[config.mk]
export PLATFORM = sky130hd
export DESIGN_NAME = buffer_sched
export DESIGN_NICKNAME = d
export VERILOG_FILES = /design/src/rtl/buffer_sched.sv
export SDC_FILE = /design/constraint.sdc
export NUM_CORES = 1
export LEC_CHECK = 0
export ABC_CLOCK_PERIOD_IN_PS = 2900
export CAP_MARGIN = 20
export CORE_UTILIZATION = 46
export DETAILED_ROUTE_END_ITERATION = 10
export GPL_TIMING_DRIVEN = 0
export PLACE_DENSITY = 0.77
export REMOVE_ABC_BUFFERS = 1
export SKIP_LAST_GASP = 1
export SYNTH_ARGS = -nofsm -noshare
export SYNTH_HDL_FRONTEND = slang
export SYNTH_SLANG_ARGS = --single-unit
[constraint.sdc]
create_clock -name clk -period 2.9 [get_ports clk]
set_input_delay 0.29 -clock clk [delete_from_list [all_inputs] [get_ports clk]]
set_output_delay 0.29 -clock clk [all_outputs]
set_load 0.02 [all_outputs]
[src/rtl/buffer_sched.sv]
// Sequencing controller for the multi-stream circular sample buffer: owns the
// pointers, occupancy, req/ack handshakes, RAM strobes and polyphase phase/shift.
module buffer_sched #(
  parameter int NR_STREAMS     = 16,
  parameter int NR_STREAMS_LOG = 4,
  parameter int L              = 3,
  parameter int L_LOG          = 2,
  parameter logic [L-1:0] SHIFT_PATTERN = 3'b101
) (
  input  logic                      clk,
  input  logic                      rst,
  input  logic                      enable,
  output logic                      req_in,
  input  logic                      ack_in,
  output logic                      req_out,
  input  logic                      ack_out,
  output logic                      wr_en,
  output logic [NR_STREAMS_LOG-1:0] wr_addr,
  output logic                      rd_en,
  output logic [NR_STREAMS_LOG-1:0] rd_addr,
  output logic                      shift,
  output logic [L_LOG-1:0]          phase,
  output logic [NR_STREAMS_LOG:0]   count,
  output logic                      full,
  output logic                      empty
);

  typedef enum logic [1:0] {IDLE, FETCH, HOLD} state_t;

  localparam logic [NR_STREAMS_LOG:0]   FULL_COUNT = (NR_STREAMS_LOG+1)'(NR_STREAMS);
  localparam logic [NR_STREAMS_LOG-1:0] LAST_PTR   = NR_STREAMS_LOG'(NR_STREAMS-1);
  localparam logic [L_LOG-1:0]          LAST_PHASE = L_LOG'(L-1);

  state_t                    state;
  logic [NR_STREAMS_LOG-1:0] wr_ptr;
  logic [NR_STREAMS_LOG-1:0] rd_ptr;
  logic                      accept;
  logic                      fetch;
  logic [L_LOG-1:0]          next_phase;

  // Occupancy is tracked explicitly so all NR_STREAMS slots are usable.
  assign full       = (count == FULL_COUNT);
  assign empty      = (count == '0);
  assign req_in     = enable && !full;
  assign accept     = req_in && ack_in;
  assign wr_en      = accept;
  assign wr_addr    = wr_ptr;
  assign rd_addr    = rd_ptr;
  assign fetch      = (state == FETCH);
  assign next_phase = (phase == LAST_PHASE) ? '0 : phase + L_LOG'(1);

  always_ff @(posedge clk or negedge rst) begin
    if (!rst) begin
      wr_ptr <= '0;
      count  <= '0;
    end else begin
      if (accept)
        wr_ptr <= wr_ptr + NR_STREAMS_LOG'(1);
      if (accept && !fetch)
        count <= count + (NR_STREAMS_LOG+1)'(1);
      else if (!accept && fetch)
        count <= count - (NR_STREAMS_LOG+1)'(1);
    end
  end

  // A started FETCH always completes into HOLD, and HOLD waits for ack_out
  // even when frozen, so an issued read is never lost.
  always_ff @(posedge clk or negedge rst) begin
    if (!rst) begin
      state   <= IDLE;
      rd_en   <= 1'b0;
      req_out <= 1'b0;
      rd_ptr  <= '0;
      phase   <= '0;
      shift   <= SHIFT_PATTERN[0];
    end else begin
      case (state)
        IDLE: begin
          if (enable && !empty) begin
            state <= FETCH;
            rd_en <= 1'b1;
          end
        end
        FETCH: begin
          state   <= HOLD;
          rd_en   <= 1'b0;
          req_out <= 1'b1;
          rd_ptr  <= rd_ptr + NR_STREAMS_LOG'(1);
          if (rd_ptr == LAST_PTR) begin
            phase <= next_phase;
            shift <= SHIFT_PATTERN[next_phase];
          end
        end
        HOLD: begin
          if (ack_out) begin
            req_out <= 1'b0;
            if (enable && count != '0) begin
              state <= FETCH;
              rd_en <= 1'b1;
            end else begin
              state <= IDLE;
            end
          end
        end
        default: begin
          state   <= IDLE;
          rd_en   <= 1'b0;
          req_out <= 1'b0;
        end
      endcase
    end
  end

endmodule

# ---- Yosys cells after proc, flatten, opt, wreduce, memory -nomap -nowiden
# Index checks and enable logic that the tools add are counted.
dict set report totals {
  n_memories 0
  ramBits 0
  romBits 0
  inputBits 5
  reg_bits 20
  out_inout_bits 22
  latchBits 0
  wordCells 56
}
dict set report classes {
  n_reduce_logical 18
  magnitude_cmp 1
  n_mul 0
  bitwise_logic 1
  eq_ne 8
  n_mux 15
  div_mod_pow 0
  add_sub_neg 5
  n_shift 0
}
# operator count
set ops {}
lappend ops {{2-to-1 mux 5 bit} 2}
lappend ops {{adder 4 x 1 -> 4 bit (second input constant)} 2}
lappend ops {{logical AND 1 bit} 6}
lappend ops {{2-to-1 mux 1 bit} 6}
lappend ops {{2-to-1 mux 2 bit} 3}
lappend ops {{inequality test 2 bit (second input constant)} 3}
lappend ops {{one-hot mux 2 bit (3 select lines)} 1}
lappend ops {{AND reduction 2 bit} 3}
lappend ops {{adder 5 x 1 -> 5 bit (second input constant)} 1}
lappend ops {{== test 5 bit (second input constant)} 1}
lappend ops {{zero test 5 bit} 1}
lappend ops {{nonzero test 5 bit} 1}
lappend ops {{subtractor 5 x 1 -> 5 bit (second input constant)} 1}
lappend ops {{== test 2 bit (second input constant)} 2}
lappend ops {{== test 4 bit (second input constant)} 1}
lappend ops {{zero test 1 bit} 4}
lappend ops {{less-than comparator 2 x 3 -> 1 bit (second input constant)} 1}
lappend ops {{one-hot mux 1 bit (3 select lines)} 1}
lappend ops {{AND reduction 3 bit} 1}
lappend ops {{adder 2 x 1 -> 2 bit (second input constant)} 1}
lappend ops {{binary-select mux 1 bit (select 2 bit)} 1}
lappend ops {{== test 2 x 1 -> 1 bit (second input constant)} 1}
lappend ops {{zero test 2 bit} 1}
lappend ops {{one-hot mux 1 bit (2 select lines)} 1}
lappend ops {{other kinds (2)} 2}

# ---- Logic depth before layout (Yosys ltp)
dict set report depth {
  ltp_word 8
  mapped_depth 10
  depth_no_buf 9
}

# ---- Least setup slack after synthesis
# OpenSTA, ideal clock, no wires.
dict set report synth_path {
  path_type {reg-to-reg}
  start {register count[0]}
  end {register count[3]}
  required_ps 2770
  arrival_ps 2227
  setup_slack_ps 543
  path_buffers 0
  stages_incl_launch_ff 10
  path_cell_list {dfrtp_1 -> nor4_2 -> a21oi_2 -> ha_1 -> inv_1 -> ha_1 -> a21o_2 -> a21oi_1 -> xor2_1 -> o21ai_0}
}
dict set report synth_via {
  elab_chain_cells 7
  elab_cells_between_ends 12
  cone_classes {add/sub: 2; eq/ne: 1; mux: 2; reduce/logical: 7}
}
# item line_no
set synth_lines {}
lappend synth_lines {{start, declared} 23} ;# output logic [NR_STREAMS_LOG:0] count,
lappend synth_lines {{start signal, assigned} 60} ;# count <= count + (NR_STREAMS_LOG+1)'(1);
lappend synth_lines {{start signal, assigned} 62} ;# count <= count - (NR_STREAMS_LOG+1)'(1);
lappend synth_lines {{== test 5 bit (*)} 42} ;# assign full = (count == FULL_COUNT);
lappend synth_lines {{zero test 1 bit (*)} 44} ;# assign req_in = enable && !full;
lappend synth_lines {{logical AND 1 bit (*)} 44}
lappend synth_lines {{logical AND 1 bit (*)} 45} ;# assign accept = req_in && ack_in;
lappend synth_lines {{via wr_en} 17} ;# output logic wr_en,
lappend synth_lines {{zero test 1 bit} 61} ;# else if (!accept && fetch)
lappend synth_lines {{logical AND 1 bit} 61}
lappend synth_lines {{nonzero test 2 bit (no source line)} n/a}
# The timed path passes the listed nets; every way through them passes the cells marked *. The select of a mux whose other input is x is not followed.
# A chain may end at the register's enable or synchronous reset.

# ---- Worst setup path in the final report
dict set report layout_path {
  start {register count[0]}
  end {register count[4]}
}
dict set report layout_via {
  elab_chain_cells 7
  elab_cells_between_ends 12
  cone_classes {add/sub: 2; eq/ne: 1; mux: 2; reduce/logical: 7}
}
# item
set layout_lines {}
lappend layout_lines {{branches (longest 7 deep; another with subtractor 5 x 1 -> 5 bit)}}
# Parallel ways; which one is timed is not known. The select of a mux whose other input is x is not followed.

==> run summary <==
Pwr Density: 1180 nW/um2
row cnt: 16
clock share of power: 8.5%
Final Cycle Share: 82.6%
# Max-Cap Violations: 0
Synth area leaders: dfrtp_1 49%, ha_1 7.7%, xnor2_1 6.3%
Layout area overhead: 32.2%
Req. time, crit path: 3.08 ns
GP Congestion: 0.717
Slew HR: 44.1%
post-route ant nets: 0
Critical R2R Capture: count[4]$_DFFE_PN0P_
Setup TNS: 0 ns
post-layout min period: 2.40 ns
combinational power share: 53.8%
post-synth top area share: 48.6%
synth unique cells: 29
post-synthesis cell count: 83
largest net degree at the start of global routing: 21
Fillers: 173
Worst Hold Class: in2async
reg2reg start: count[0]$_DFFE_PN0P_
post_cts resized: 0
Ant. Diodes: 0
Post-DP HPWL: 1290 um
Post-synth top cells: 19 x dfrtp_1, 8 x nand2_1, 7 x xnor2_1, 6 x ha_1
worst-case clock skew: 0.00918 ns
top_reg_cell synth: dfrtp_1
sequential-to-total area share from yosys stat: 51.3%
share of post-route cells with drive strength above 1: 11.6%
worst-case reg-to-reg path depth: 9
ys async rst share: 100%
Clock Latency Late Sink: 0.29 ns
DRC: 0
Worst setup EP type: register
total gr overflow: 0
Synth area leader: dfrtp_1
Leakage Power: 0.552 nW
Max stage delay on crit path: 0.49 ns
Initial Util: 49.4%
clock net sink count: 20
GRT Overall Usage: 17.2%
crit path kind: reg2reg
Post-Route WL: 1660 um
Die W: 48.1 um
Post-synth EDFFs: 0
measured slew at the worst slew-check pin: 0.836 ns
WL/cell: 12.0 um
vias in the first global route: 613
# H-tree levels: 1
clk slew on worst S/H paths: 0.11 ns
most used cell, CP: ha_1
unrepaired setup endpoints after global routing: no
most frequent cell after synthesis: dfrtp_1
Setup violations, final: 0
first-pass GRT wire length: 2740 um
switching fraction of total power: 41.4%
initial antenna violation count: 0
CP cell instances: nor4_2, a21oi_2, ha_1, inv_1, ha_1, a21oi_1, and3_1, o21bai_1, xnor2_1
CTS root buf: clkbuf_4
R2R Setup Slk: 0.50 ns
crit start category: register
DR pass1 iterations: 4
synthesized flop and latch total: 20
Cells after DPL: 135
Flop pwr share: 37.7%
CP arrival: 2.57 ns
critical path's slowest cell: dfrtp_1
Initial DRC Count: 8
nets: 125
Via density: 5.16
VDD IR-drop max: 0.822 mV
Top Ports: 27
# hold bufs at CTS: 0
synth warn: 0
Worst path top cell family by delay: simple AND/OR/NAND/NOR gates
internal power: 898 uW
total clock buffers created by CTS: 3
DIE AREA: 2320 um2
die height: 48.1 um
Post-CTS Setup Bufs: 0
Slew Limit Fails: 0
Hold Vio Cnt, Final: 0
CTS tree: built
CTS max path bufs: 2
syn avg cell area: 11.8 um2
Peak Freq: 418 MHz
routed via count: 717
CP Max Fanout: 6
non-filler cells, final: 139
outcome: finished clean
Core ar.: 1980 um2
Post-Synthesis Cell Area: 978 um2
Sw Pwr: 634 uW
IO buf count: 26
Worst Path Buf+Inv: 1
worst max path at each step:
stage	slack [ns]	depth (start not counted)	endpoint	from
6_report	0.50	9	count[4]$_DFFE_PN0P_	count[0]$_DFFE_PN0P_
5_1_grt	0.26	9	count[3]$_DFFE_PN0P_	count[0]$_DFFE_PN0P_
4_1_cts	0.50	9	count[4]$_DFFE_PN0P_	count[0]$_DFFE_PN0P_
3_5_place_dp	0.42	10	count[4]$_DFFE_PN0P_	enable
3_3_place_gp	0.45	10	count[3]$_DFFE_PN0P_	enable
2_1_floorplan	0.54	9	count[3]$_DFFE_PN0P_	count[0]$_DFFE_PN0P_
cell usage in the layout, fill, tap and decap left out, drive strengths merged, types with 2 or more instances in the layout:
master	count
clkbuf	4
mux2	3
nor2b	2
nand2	8
dfrtp	19
nand4	3
inv	5
o21ai	3
clkdlybuf4s50	26
a21o	2
ha	6
xor2	3
xnor2	7
a21oi	6
nor2	3
worst register-to-register path, cell delays in order, from the launching register on:
cell      delay (ns)
dfrtp_1         0.49
nor4_2          0.38
a21oi_2         0.17
ha_1            0.22
inv_1           0.16
ha_1            0.30
a21oi_1         0.19
and3_1          0.18
o21bai_1        0.07
xnor2_1         0.12
power groups by stage:
| stage | registers, mW | logic (mW) | clock network [mW] |
|---|---|---|---|
| after floorplan | 0.705 | 0.362 | 0 |
| after global placement | 0.574 | 0.812 | 0 |
| after detailed placement | 0.584 | 0.832 | 0 |
| after CTS | 0.580 | 0.836 | 0.138 |
| after global routing | 0.607 | 0.917 | 0.152 |
| final | 0.578 | 0.825 | 0.130 |
routing by layer:
metal / wire length, um / global-route usage [%] / vias to the layer above / share of wire (%)
li1: - / - / 347 / -
met1: 709 / 22.6 / 343 / 43
met2: 844 / 28.1 / 25 / 51
met3: 103 / 3.33 / 2 / 6.2
met4: 6 / 6.67 / 0 / 0.36
met5: 0 / 0 / - / 0
through the flow:
stage	worst slack, ns	hold WS, ns	area (um2)	power (mW)	util [%]
6_report	0.505	0.463	1290	1.53	65.3
2_1_floorplan	0.543	-0.00559	973	1.07	-
5_1_grt	0.258	0.485	1290	1.68	65.3
3_5_place_dp	0.416	0.452	1270	1.42	64.0
4_1_cts	0.503	0.467	1290	1.55	65.3
3_3_place_gp	0.446	0.452	1270	1.39	64.0
flip-flops by register name (all words and copies together), names as in the netlist:
name     cells
count        5
rd_addr      4
wr_addr      4
phase        2
state        2
rd_en        1
req_out      1
shift        1
layout make-up:
| type | instances | area [um2] | share of cell area (%) |
|---|---|---|---|
| Sequential cell | 20 | 502 | 38.8 |
| Multi-Input combinational cell | 57 | 453 | 35.0 |
| Timing Repair Buffer | 26 | 260 | 20.1 |
| Tap cell | 27 | 33.8 | 2.61 |
| Clock buffer | 4 | 26.3 | 2.03 |
| Inverter | 5 | 18.8 | 1.45 |
logic make-up (layout without fill, tap and decap cells):
group | Yosys count | count (layout) | synth area share, %
xor gates and xnor gates | 10 | 10 | 8.95
and+or+nand+nor | 23 | 23 | 14.3
AOI/OAI and AO/OA | 14 | 14 | 9.85
buffers and inverters | 6 | 35 | 2.43
DFF | 20 | 20 | 51.3
muxes | 3 | 3 | 3.45
adders and majority gates | 7 | 7 | 9.72
(Power assumes the default switching activity.)
